[config.mk]
export PLATFORM = sky130hd
export DESIGN_NAME = gray_counter_div
export DESIGN_NICKNAME = d
export VERILOG_FILES = /design/src/rtl/gray_counter_div.sv
export SDC_FILE = /design/constraint.sdc
export NUM_CORES = 1
export LEC_CHECK = 0
export ABC_CLOCK_PERIOD_IN_PS = 3900
export CAP_MARGIN = 5
export CORE_ASPECT_RATIO = 0.5
export CORE_MARGIN = 5
export CORE_UTILIZATION = 50
export DETAILED_ROUTE_END_ITERATION = 8
export GPL_TIMING_DRIVEN = 0
export PLACE_DENSITY = 0.75
export SLEW_MARGIN = 20
export SYNTH_ARGS = -nofsm -noshare
export SYNTH_HDL_FRONTEND = slang
export SYNTH_SLANG_ARGS = --single-unit
[constraint.sdc]
create_clock -name clk -period 3.9 [get_ports clk]
set_input_delay 0.585 -clock clk [delete_from_list [all_inputs] [get_ports clk]]
set_output_delay 0.585 -clock clk [all_outputs]
set_load 0.03 [all_outputs]
[src/rtl/gray_counter_div.sv]
// Gray-code counter stepped by an internal clock-enable prescaler (no derived clocks).
// Supports up/down, sync clear, binary load, freeze, binary readback and a wrap pulse.
module gray_counter_div #(
  parameter int WIDTH = 3,
  parameter int DIV   = 4,
  parameter int DIV_W = 26
) (
  input  logic             clk,
  input  logic             rst,
  input  logic             en,
  input  logic             up,
  input  logic             clr,
  input  logic             load,
  input  logic [WIDTH-1:0] load_bin,
  output logic [WIDTH-1:0] gray,
  output logic [WIDTH-1:0] bin,
  output logic             step,
  output logic             wrap
);

  function automatic logic [WIDTH-1:0] bin2gray(input logic [WIDTH-1:0] b);
    return b ^ (b >> 1);
  endfunction

  logic [DIV_W-1:0] p_q, p_d;
  logic [WIDTH-1:0] bin_q, bin_d;
  logic [WIDTH-1:0] gray_q, gray_d;
  logic             step_q, step_d;
  logic             wrap_q, wrap_d;
  logic             tick;
  logic [WIDTH-1:0] nb;

  assign tick = en && (p_q == DIV_W'(DIV - 1));
  assign nb   = up ? (bin_q + WIDTH'(1)) : (bin_q - WIDTH'(1));

  // Pulses default low so step/wrap last exactly one cycle.
  always_comb begin
    p_d    = p_q;
    bin_d  = bin_q;
    gray_d = gray_q;
    step_d = 1'b0;
    wrap_d = 1'b0;
    if (clr) begin
      p_d    = '0;
      bin_d  = '0;
      gray_d = '0;
    end else if (load) begin
      p_d    = '0;
      bin_d  = load_bin;
      gray_d = bin2gray(load_bin);
    end else if (tick) begin
      p_d    = '0;
      bin_d  = nb;
      gray_d = bin2gray(nb);
      step_d = 1'b1;
      wrap_d = up ? (&bin_q) : (bin_q == '0);
    end else if (en) begin
      p_d = p_q + DIV_W'(1);
    end
  end

  always_ff @(posedge clk or posedge rst) begin
    if (rst) begin
      p_q    <= '0;
      bin_q  <= '0;
      gray_q <= '0;
      step_q <= 1'b0;
      wrap_q <= 1'b0;
    end else begin
      p_q    <= p_d;
      bin_q  <= bin_d;
      gray_q <= gray_d;
      step_q <= step_d;
      wrap_q <= wrap_d;
    end
  end

  assign gray = gray_q;
  assign bin  = bin_q;
  assign step = step_q;
  assign wrap = wrap_q;

endmodule
# Word-level counts from Yosys, hierarchy flattened
# Cells that the tools add are included.
[word_totals]
elab_cells = 34
output_inout_bits = 8
input_bits = 9
regBits = 34
[op_classes]
muxes = 18
n_eq_ne = 1
n_bitwise = 2
reduce_logical = 5
n_addsub = 3
[ops]
columns = ["op", "count"]
rows = [
  ["26-bit 2-to-1 mux", 4],
  ["26-bit by 1-bit adder with 26-bit output (second input constant)", 1],
  ["26-bit by 2-bit == test with 1-bit output (second input constant)", 1],
  ["3-bit 2-to-1 mux", 7],
  ["1-bit 2-to-1 mux", 7],
  ["3-bit by 2-bit bitwise XOR with 3-bit output", 2],
  ["4-bit nonzero test", 1],
  ["3-bit by 1-bit adder with 3-bit output (second input constant)", 1],
  ["3-bit logical NOT", 1],
  ["3-bit AND reduction", 1],
  ["3-bit nonzero test", 1],
  ["3-bit by 1-bit subtractor with 3-bit output (second input constant)", 1],
  ["1-bit logical AND", 1],
]

# Logic depth before layout (Yosys ltp)
# Gate-level depths: netlist of run 1.
[logic_depth]
ltp_word = 6
depth_mapped = 7
ltp_nobuf = 6

# Worst setup path before layout of run 1
# No wires, ideal clock.
[synth_timing]
path_type = "input -> register"
from = "input port load"
to = "register p_q[15]"
t_required_ps = 3822
path_buffers = 2
setup_slack_ps = 1780
t_arrival_ps = 2042
cell_stages = 6
setup_time_ps = 78
cell_sequence = "buf_2 > nor3_2 > or4_4 > buf_6 > or4_1 > a21oi_1"
[synth_between]
elab_chain_cells = 2
elab_cells_between_ends = 3
cone_classes = "mux: 2; reduce/logical: 1"
[synth_rtl]
columns = ["element", "line_no", "rtl"]
rows = [
  ["start: declaration", "13", "input logic load,"],
  ["26-bit 2-to-1 mux", "47", "end else if (load) begin"],
  ["26-bit 2-to-1 mux", "43", "if (clr) begin"],
  ["end signal: assignment", "70", "p_q <= p_d;"],
  ["end: declaration", "25", "logic [DIV_W-1:0] p_q, p_d;"],
]
# Parallel ways exist; a longest one is shown, timed or not.
# A chain may end at the register's enable or synchronous reset.

# Final worst setup path of run 1
[layout_timing]
from = "input port clr"
to = "register p_q[16]"
[layout_between]
elab_chain_cells = 1
elab_cells_between_ends = 2
cone_classes = "mux: 1; reduce/logical: 1"
[layout_rtl]
columns = ["element", "line_no", "rtl"]
rows = [
  ["start: declaration", "12", "input logic clr,"],
  ["4-bit nonzero test (no source line) or 26-bit 2-to-1 mux (tied branches)", "n/a", ""],
]
# Parallel ways exist; a longest one is shown, timed or not.

==> results.sh, run 1 <==
export IMPL_hp_class="flip-flop to flip-flop"
export IMPL_area_growth_pct=16.6
export IMPL_rsz0062_at_grt="false"
export IMPL_postLayoutCoreUtil_pct=59.4
export IMPL_syn_inst=210
export IMPL_hpwl_um=3160
export IMPL_drt_wl_total_um=4430
export IMPL_status="complete, no violations"
export IMPL_fillers=328
export IMPL_max_freq_ghz=0.408
export IMPL_synthTopCellsByArea="dfrtp_1 42%, xnor2_1 4.5%, a21oi_1 4.4%"
export IMPL_setup_violations=0
export IMPL_critical_path_class="input pin to flip-flop"
export IMPL_drt_pass1_iterations=4
export IMPL_arrival_ns=2.66
export IMPL_ys_seq_area_share_pct=42.4
export IMPL_cts_hold_buf=0
export IMPL_vias=1707
export IMPL_remaining_drc_errors=0
export IMPL_grt_pass1_wl_um=7610
export IMPL_core_area_um2=3820
export IMPL_antenna_found_initial=0
export IMPL_synth_main_ff_cell="dfrtp_1"
export IMPL_maxCapViolCount=0
export IMPL_ant_nets=0
export IMPL_cts_sinks=33
export IMPL_finalClockSkew_ns=0.00832
export IMPL_clk_path_buf_depth=2
export IMPL_end_kind="flip-flop"
export IMPL_yosysTopAreaCell="dfrtp_1"
export IMPL_ios=17
export IMPL_maxSlewHeadroom_pct=53.9
export IMPL_fin_crit_ns=2.45
export IMPL_synth_ff_latch_count=33
export IMPL_ir_drop_uv=254
export IMPL_worstSetupStartpointType="input pin"
export IMPL_yosysWarnings=0
export IMPL_gr_total_overflow=0
export IMPL_worstRegToRegCells=7
export IMPL_min_period_over_period_pct=62.8
export IMPL_async_reset_ff_share_pct=100
export IMPL_drt_iter0_drc=97
export IMPL_drive_gt1_share_pct=9.91
export IMPL_gp_congestion=0.844
export IMPL_h_tree_depth=2
export IMPL_cts_root_buf="clkbuf_8"
export IMPL_cts_tree="yes"
export IMPL_clkLatencyLatePin_ns=0.29
export IMPL_syn_avg_cell_area_um2=9.27
export IMPL_required_ns=4.11
export IMPL_total_leakage_power_nw=0.834
export IMPL_start_util_pct=50.9
export IMPL_tns_ns=0
export IMPL_tightest_slew_ns=0.691
export IMPL_routedWlPerCell_um=15.5
export IMPL_synth_enable_flop_cells=0
export IMPL_whs_path_depth=1
export IMPL_die_h_um=54.1
export IMPL_synthMostInstantiatedCell="dfrtp_1"
export IMPL_final_hold_viol_count=0
export IMPL_syn_cell_area_um2=1950
export IMPL_insertedDiodeCount=0
export IMPL_vias_per_cell=5.97
export IMPL_cts_resized_gates=0
export IMPL_crit_fanout=10
export IMPL_rows=16
export IMPL_grt_max_degree=34
export IMPL_grt_pass1_vias=1618
export IMPL_cts_setup_buffers=0
export IMPL_portBuffers=14
export IMPL_cts_made_buffers=5
export IMPL_synth_top_area_share_pct=42.4
export IMPL_die_w_um=98.2
export IMPL_synth_common_cells="33 x dfrtp_1, 21 x nor2_1, 17 x a21oi_1"
export IMPL_clk_pin_slew_ns=0.07
export IMPL_maxSlewViolCount=0
export IMPL_finalNetCount=243
export IMPL_groute_usage_overall_pct=18.3
export IMPL_p_per_area_nw_per_um2=338
export IMPL_syn_nets=222
export IMPL_die_area_um2=5320
export IMPL_synth_distinct_cells=44
-- cell usage in the layout (no fill, tap or decap), drive strengths merged, types with 6 or more instances in the layout --
| master | count |
|---|---|
| dfrtp | 33 |
| nor2 | 21 |
| a21oi | 17 |
| clkdlybuf4s50 | 14 |
| clkbuf | 14 |
| or4 | 13 |
| nand2 | 11 |
| nand3 | 11 |
| xnor2 | 10 |
| o31ai | 8 |
| nor4 | 8 |
| nand4 | 7 |
| o21ai | 7 |
| xor2 | 6 |
| or3 | 6 |
| inv | 6 |
| buf | 6 |
-- kinds of logic after synthesis --
group | synth area share, %
flops | 42.4
buf+inv | 4.82
compound gates | 14.5
simple gates | 28.1
mux | 0.578
fa+ha+maj | 2.31
xor+xnor | 7.20
-- power by group --
part	internal [mW]	total [mW]	switching (mW)
combinational	0.0318	0.0765	0.0448
clock	0.208	0.338	0.129
sequential	0.347	0.353	0.00603
total	0.587	0.767	0.180
-- routing by layer --
metal | global-route usage (%) | up-vias | part of all wire [%]
li1 | - | 824 | -
met1 | 23.6 | 835 | 47
met2 | 31.3 | 46 | 48
met3 | 4.92 | 2 | 4.8
met4 | 4.99 | 0 | 0.47
met5 | 0 | - | 0
-- final timing paths --
check	from	end	slack [ns]
max in group asynchronous	rst	bin[0]	2.72
min in group asynchronous	rst	p_q[21]	0.71
max	clr	p_q[16]	1.45
max reg2reg	p_q[10]	p_q[16]	1.53
min reg2reg	gray[0]	gray[0]	0.51
min	gray[0]	gray[0]	0.51
-- sequential cells by signal, summed over array words and instances, names as in the netlist --
name,flops
bin,3
p_q,26
wrap,1
step,1
gray,2
-- worst max-delay path, cell delays in order --
cell             delay (ns)
clkdlybuf4s50_1        0.61
nor3_2                 0.15
or4_4                  0.58
buf_6                  0.16
or4_1                  0.40
a21oi_1                0.17
-- stage by stage --
step           cell area, um2  std cells  power [mW]  hold slack (ns)  setup slack (ns)
2_1_floorplan            1950        210       0.408            0.530              1.78
3_3_place_gp             2150        278       0.435            0.494              1.17
3_5_place_dp             2150        278       0.437            0.502              1.15
4_1_cts                  2270        286       0.768            0.517              1.44
5_1_grt                  2270        286       0.793            0.548              1.24
6_report                 2270        286       0.767            0.512              1.45
-- area by class of cell --
type | count | area (um2) | area share, %
Buffer | 13 | 71.3 | 3.14
Clock buffer | 7 | 86.3 | 3.80
Clock inverter | 1 | 30.0 | 1.32
Inverter | 6 | 22.5 | 0.992
Multi-Input combinational cell | 158 | 1030 | 45.2
Sequential cell | 33 | 826 | 36.4
Tap cell | 54 | 67.6 | 2.98
Timing Repair Buffer | 14 | 140 | 6.17
Power figures use the tool's default switching activity.
==> run 2: changes to the inputs <==
--- a/config.mk
+++ b/config.mk
@@ -5,7 +5,7 @@
 export SDC_FILE = /design/constraint.sdc
 export NUM_CORES = 1
 export LEC_CHECK = 0
-export ABC_CLOCK_PERIOD_IN_PS = 3900
+export ABC_CLOCK_PERIOD_IN_PS = 2450
 export CAP_MARGIN = 5
 export CORE_ASPECT_RATIO = 0.5
 export CORE_MARGIN = 5
==> constraint.sdc (replaced) <==
create_clock -name clk -period 2.45 [get_ports clk]
set_input_delay 0.3675 -clock clk [delete_from_list [all_inputs] [get_ports clk]]
set_output_delay 0.3675 -clock clk [all_outputs]
set_load 0.03 [all_outputs]
==> results.sh, run 2 (same netlist as run 1, synthesis figures left out) <==
export IMPL_cts_tree="yes"
export IMPL_finalClockSkew_ns=0.00743
export IMPL_groute_usage_overall_pct=18.3
export IMPL_crit_start="clr"
export IMPL_cts_hold_buf=0
export IMPL_finalNetCount=243
export IMPL_critPathCapture="p_q[16]"
export IMPL_required_ns=2.66
export IMPL_start_util_pct=50.9
export IMPL_grt_max_degree=34
export IMPL_vias_per_cell=5.94
export IMPL_arrival_ns=2.44
export IMPL_die_area_um2=5320
export IMPL_drt_iter0_drc=105
export IMPL_cts_resized_gates=0
export IMPL_dpl_cell_count=278
export IMPL_tns_ns=0
export IMPL_grt_pass1_wl_um=7610
export IMPL_portBuffers=14
export IMPL_worstSetupStartpointType="input pin"
export IMPL_worstRegToRegCells=6
export IMPL_worstSetupPathDepth=6
export IMPL_maxSlewViolCount=0
export IMPL_gp_congestion=0.844
export IMPL_rsz0062_at_grt="false"
export IMPL_reg2reg_from="p_q[10]"
export IMPL_hpwl_um=3160
export IMPL_max_freq_ghz=0.449
export IMPL_cp_buffers_inverters=2
export IMPL_fin_crit_ns=2.23
export IMPL_whs_ns=0.454
export IMPL_gr_total_overflow=0
export IMPL_p_per_area_nw_per_um2=536
export IMPL_path_cells="clkdlybuf4s50_1 > nor3_2 > or4_4 > buf_6 > or4_1 > a21oi_1"
export IMPL_vias=1699
export IMPL_clk_path_buf_depth=2
export IMPL_hp_class="input pin to flip-flop"
export IMPL_final_cells=286
export IMPL_rows=16
export IMPL_crit_fanout=10
export IMPL_status="complete, no violations"
export IMPL_largest_register="p_q"
export IMPL_final_hold_viol_count=0
export IMPL_cts_sinks=33
export IMPL_cts_root_buf="clkbuf_8"
export IMPL_cts_made_buffers=5
export IMPL_die_h_um=54.1
export IMPL_antenna_found_initial=0
export IMPL_path_delay_family="simple AND/OR/NAND/NOR gates"
export IMPL_drive_gt1_share_pct=10.8
export IMPL_routedWlPerCell_um=15.5
export IMPL_slowest_stage="clkdlybuf4s50_1"
export IMPL_r2r_end="gray[1]"
export IMPL_maxCapViolCount=0
export IMPL_insertedDiodeCount=0
export IMPL_ir_drop_uv=405
export IMPL_largest_reg_flops=26
export IMPL_drt_pass1_iterations=4
export IMPL_maxSlewHeadroom_pct=53.7
export IMPL_reg2reg_setup_slack_ns=0.30
export IMPL_cts_setup_buffers=0
export IMPL_mostFrequentLayoutCells="33 x dfrtp_1, 21 x nor2_1, 17 x a21oi_1"
export IMPL_ant_nets=0
export IMPL_tightest_slew_ns=0.694
export IMPL_area_growth_pct=16.9
export IMPL_slowest_delay_ns=0.61
export IMPL_die_w_um=98.2
export IMPL_clkLatencyLatePin_ns=0.29
export IMPL_remaining_drc_errors=0
export IMPL_end_kind="flip-flop"
export IMPL_clk_pin_slew_ns=0.07
export IMPL_core_area_um2=3820
export IMPL_h_tree_depth=2
export IMPL_total_leakage_power_nw=0.839
export IMPL_grt_pass1_vias=1618
export IMPL_layout_commonest_cell="dfrtp_1"
export IMPL_drt_wl_total_um=4440
export IMPL_critical_path_class="input pin to flip-flop"
export IMPL_ios=17
export IMPL_setup_violations=0
export IMPL_min_period_over_period_pct=90.8
run 2: metrics by stage:
step	cell area, um2	total power, mW	utilization (%)	setup WS, ns
after global placement	2150	0.692	56.3	-0.0644
after floorplan	1950	0.649	-	0.516
after global routing	2280	1.26	59.5	0.0397
after CTS	2270	1.22	59.4	0.133
final	2280	1.22	59.5	0.225
after detailed placement	2150	0.695	56.3	-0.0831
run 2: area by class of cell:
class,count,area [um2]
Buffer,13,72.6
Clock buffer,7,86.3
Clock inverter,1,30.0
Fill cell,328,1550
Inverter,6,22.5
Multi-Input combinational cell,158,1030
Sequential cell,33,826
Tap cell,54,67.6
Timing Repair Buffer,14,140
run 2: worst reg2reg max path: cells and delay by family (launching register included):
family	cells	cell delay, ns
AO/OA/AOI/OAI	1	0.38
AND/OR/NAND/NOR	3	0.85
buffers and inverters	2	0.44
flip-flops	1	0.36
run 2: how the worst min path moves through the flow:
stage / start / endpoint / cells after the start
floorplan: clr / bin[0] / 1
detailed placement: gray[0] / gray[0] / 1
global placement: gray[0] / gray[0] / 1
CTS: en / p_q[1] / 3
global route: en / p_q[1] / 3
finish: en / p_q[1] / 3
run 2: report_power, final:
group | internal [mW] | switching, mW | leakage [nW]
registers | 0.552 | 0.00955 | 0.456
logic | 0.0511 | 0.0713 | 0.324
clock network | 0.332 | 0.205 | 0.0585
total | 0.935 | 0.286 | 0.839
run 2: metal layers:
layer	wire, um	GRT usage (%)
met1	2110	23.6
met2	2110	31.3
met3	180	4.92
met4	38	4.99
met5	0	0
==> run 3: changes to the inputs <==
--- a/config.mk
+++ b/config.mk
@@ -7,12 +7,14 @@
 export LEC_CHECK = 0
 export ABC_CLOCK_PERIOD_IN_PS = 2450
 export CAP_MARGIN = 5
+export CELL_PAD_IN_SITES_DETAIL_PLACEMENT = 1
+export CELL_PAD_IN_SITES_GLOBAL_PLACEMENT = 1
 export CORE_ASPECT_RATIO = 0.5
 export CORE_MARGIN = 5
-export CORE_UTILIZATION = 50
+export CORE_UTILIZATION = 44
 export DETAILED_ROUTE_END_ITERATION = 8
 export GPL_TIMING_DRIVEN = 0
-export PLACE_DENSITY = 0.75
+export PLACE_DENSITY = 0.83
 export SLEW_MARGIN = 20
 export SYNTH_ARGS = -nofsm -noshare
 export SYNTH_HDL_FRONTEND = slang
==> results.sh, run 3 (same netlist as run 1, synthesis figures left out) <==
export IMPL_p_seq_share_pct=51.0
export IMPL_layout_commonest_cell="dfrtp_1"
export IMPL_maxCapViolCount=0
export IMPL_antenna_found_initial=0
export IMPL_worstSetupStartpointType="input pin"
export IMPL_routedWlPerCell_um=18.3
export IMPL_crit_fanout=10
export IMPL_reg2reg_setup_slack_ns=0.27
export IMPL_fillers=508
export IMPL_insertedDiodeCount=0
export IMPL_max_freq_ghz=0.440
export IMPL_total_leakage_power_nw=0.826
export IMPL_gp_congestion=0.852
export IMPL_maxSlewHeadroom_pct=51.2
export IMPL_cts_tree="yes"
export IMPL_grt_pass1_vias=1856
export IMPL_status="complete, no violations"
export IMPL_largest_register="p_q"
export IMPL_cts_sinks=33
export IMPL_finalNetCount=243
export IMPL_final_hold_viol_count=0
export IMPL_remaining_drc_errors=0
export IMPL_rows=17
export IMPL_final_cells=289
export IMPL_maxSlewViolCount=0
export IMPL_clkLatencyLatePin_ns=0.29
export IMPL_end_kind="flip-flop"
export IMPL_cts_resized_gates=0
export IMPL_portBuffers=14
export IMPL_grt_max_degree=34
export IMPL_core_area_um2=4340
export IMPL_fin_crit_ns=2.28
export IMPL_clk_path_buf_depth=2
export IMPL_p_per_area_nw_per_um2=489
export IMPL_switchingPower_mw=0.303
export IMPL_largest_reg_flops=26
export IMPL_ant_nets=0
export IMPL_netSwitchingFraction_pct=27.5
export IMPL_min_period_over_period_pct=92.9
export IMPL_arrival_ns=2.49
export IMPL_ir_drop_uv=320
export IMPL_groute_usage_overall_pct=18.5
export IMPL_cts_hold_buf=0
export IMPL_drt_iter0_drc=71
export IMPL_mostFrequentLayoutCells="33 x dfrtp_1, 21 x nor2_1, 17 x a21oi_1"
export IMPL_clkPwrFrac_pct=37.5
export IMPL_gr_total_overflow=0
export IMPL_hpwl_um=3830
export IMPL_finalClockSkew_ns=0.00909
export IMPL_rsz0062_at_grt="false"
export IMPL_die_w_um=104
export IMPL_h_tree_depth=2
export IMPL_vias_per_cell=6.17
export IMPL_ios=17
export IMPL_die_area_um2=5940
export IMPL_hp_class="input pin to flip-flop"
export IMPL_dp_slack_ns=-0.145
export IMPL_cts_made_buffers=5
export IMPL_drive_gt1_share_pct=11.6
export IMPL_critical_path_class="input pin to flip-flop"
export IMPL_die_h_um=57.0
export IMPL_grt_pass1_wl_um=9000
export IMPL_drt_wl_total_um=5300
export IMPL_power_mw=1.10
export IMPL_power_frac_comb_pct=11.6
export IMPL_dpl_cell_count=281
export IMPL_vias=1783
export IMPL_cts_setup_buffers=0
export IMPL_cts_root_buf="clkbuf_8"
export IMPL_start_util_pct=44.9
export IMPL_setup_ws_ns=0.175
export IMPL_setup_violations=0
export IMPL_power_internal_mw=0.800
export IMPL_tightest_slew_ns=0.731
export IMPL_required_ns=2.66
export IMPL_drt_pass1_iterations=4
export IMPL_area_growth_pct=15.9
export IMPL_clk_pin_slew_ns=0.08
==> run 3: changes by cell type in the layout (fill, tap and decap cells not counted) <==
cell | before | now
bufinv_16 | 1 | 0
clkbuf_1 | 6 | 5
clkbuf_8 | 6 | 5
clkinv_2 | 0 | 2
clkinvlp_4 | 0 | 1
nor4_1 | 8 | 7
nor4_2 | 0 | 1
==> run 3: final cells by class <==
type | instances | area, um2 | area share (%)
Buffer | 13 | 72.6 | 3.22
Clock buffer | 5 | 68.8 | 3.05
Clock inverter | 3 | 17.5 | 0.776
Inverter | 6 | 22.5 | 0.998
Multi-Input combinational cell | 158 | 1040 | 46.0
Sequential cell | 33 | 826 | 36.6
Tap cell | 57 | 71.3 | 3.16
Timing Repair Buffer | 14 | 140 | 6.21
==> run 3: worst max-delay path, cell delays in order <==
cell and delay [ns]:
clkdlybuf4s50_1 0.63, nor3_2 0.16, or4_4 0.59, buf_6 0.16, or4_1 0.41, a21oi_1 0.17
==> run 3: stage by stage <==
stage          hold WS (ns)  utilization [%]  instance area, um2  TNS (ns)
5_1_grt               0.492             52.0                2260         0
3_3_place_gp          0.501             49.7                2160    -0.274
6_report              0.467             52.0                2260         0
4_1_cts               0.466             51.7                2240         0
2_1_floorplan         0.434                -                1950         0
3_5_place_dp          0.498             49.7                2160    -0.873
==> run 3: power groups by stage <==
stage	logic, mW	clock network (mW)	registers [mW]
after floorplan	0.0650	0	0.584
after global placement	0.122	0	0.572
after detailed placement	0.127	0	0.572
after CTS	0.128	0.415	0.562
after global routing	0.138	0.450	0.563
final	0.128	0.413	0.562
==> run 3: metal layers <==
metal,GRT usage (%),wire length (um)
met1,24.6,2570
met2,30.3,2480
met3,4.63,188
met5,0,0
met4,5.35,62
==> run 3: path summary, 6_finish.rpt <==
kind                                end     from  cells after the start
worst max register to register  gray[1]  p_q[16]                      5
worst max-delay path            p_q[16]      clr                      6
min in group asynchronous        p_q[0]      rst                      2
worst min-delay path             p_q[1]       en                      3
worst min register to register  gray[0]  gray[0]                      1
max in group asynchronous        p_q[1]      rst                      2
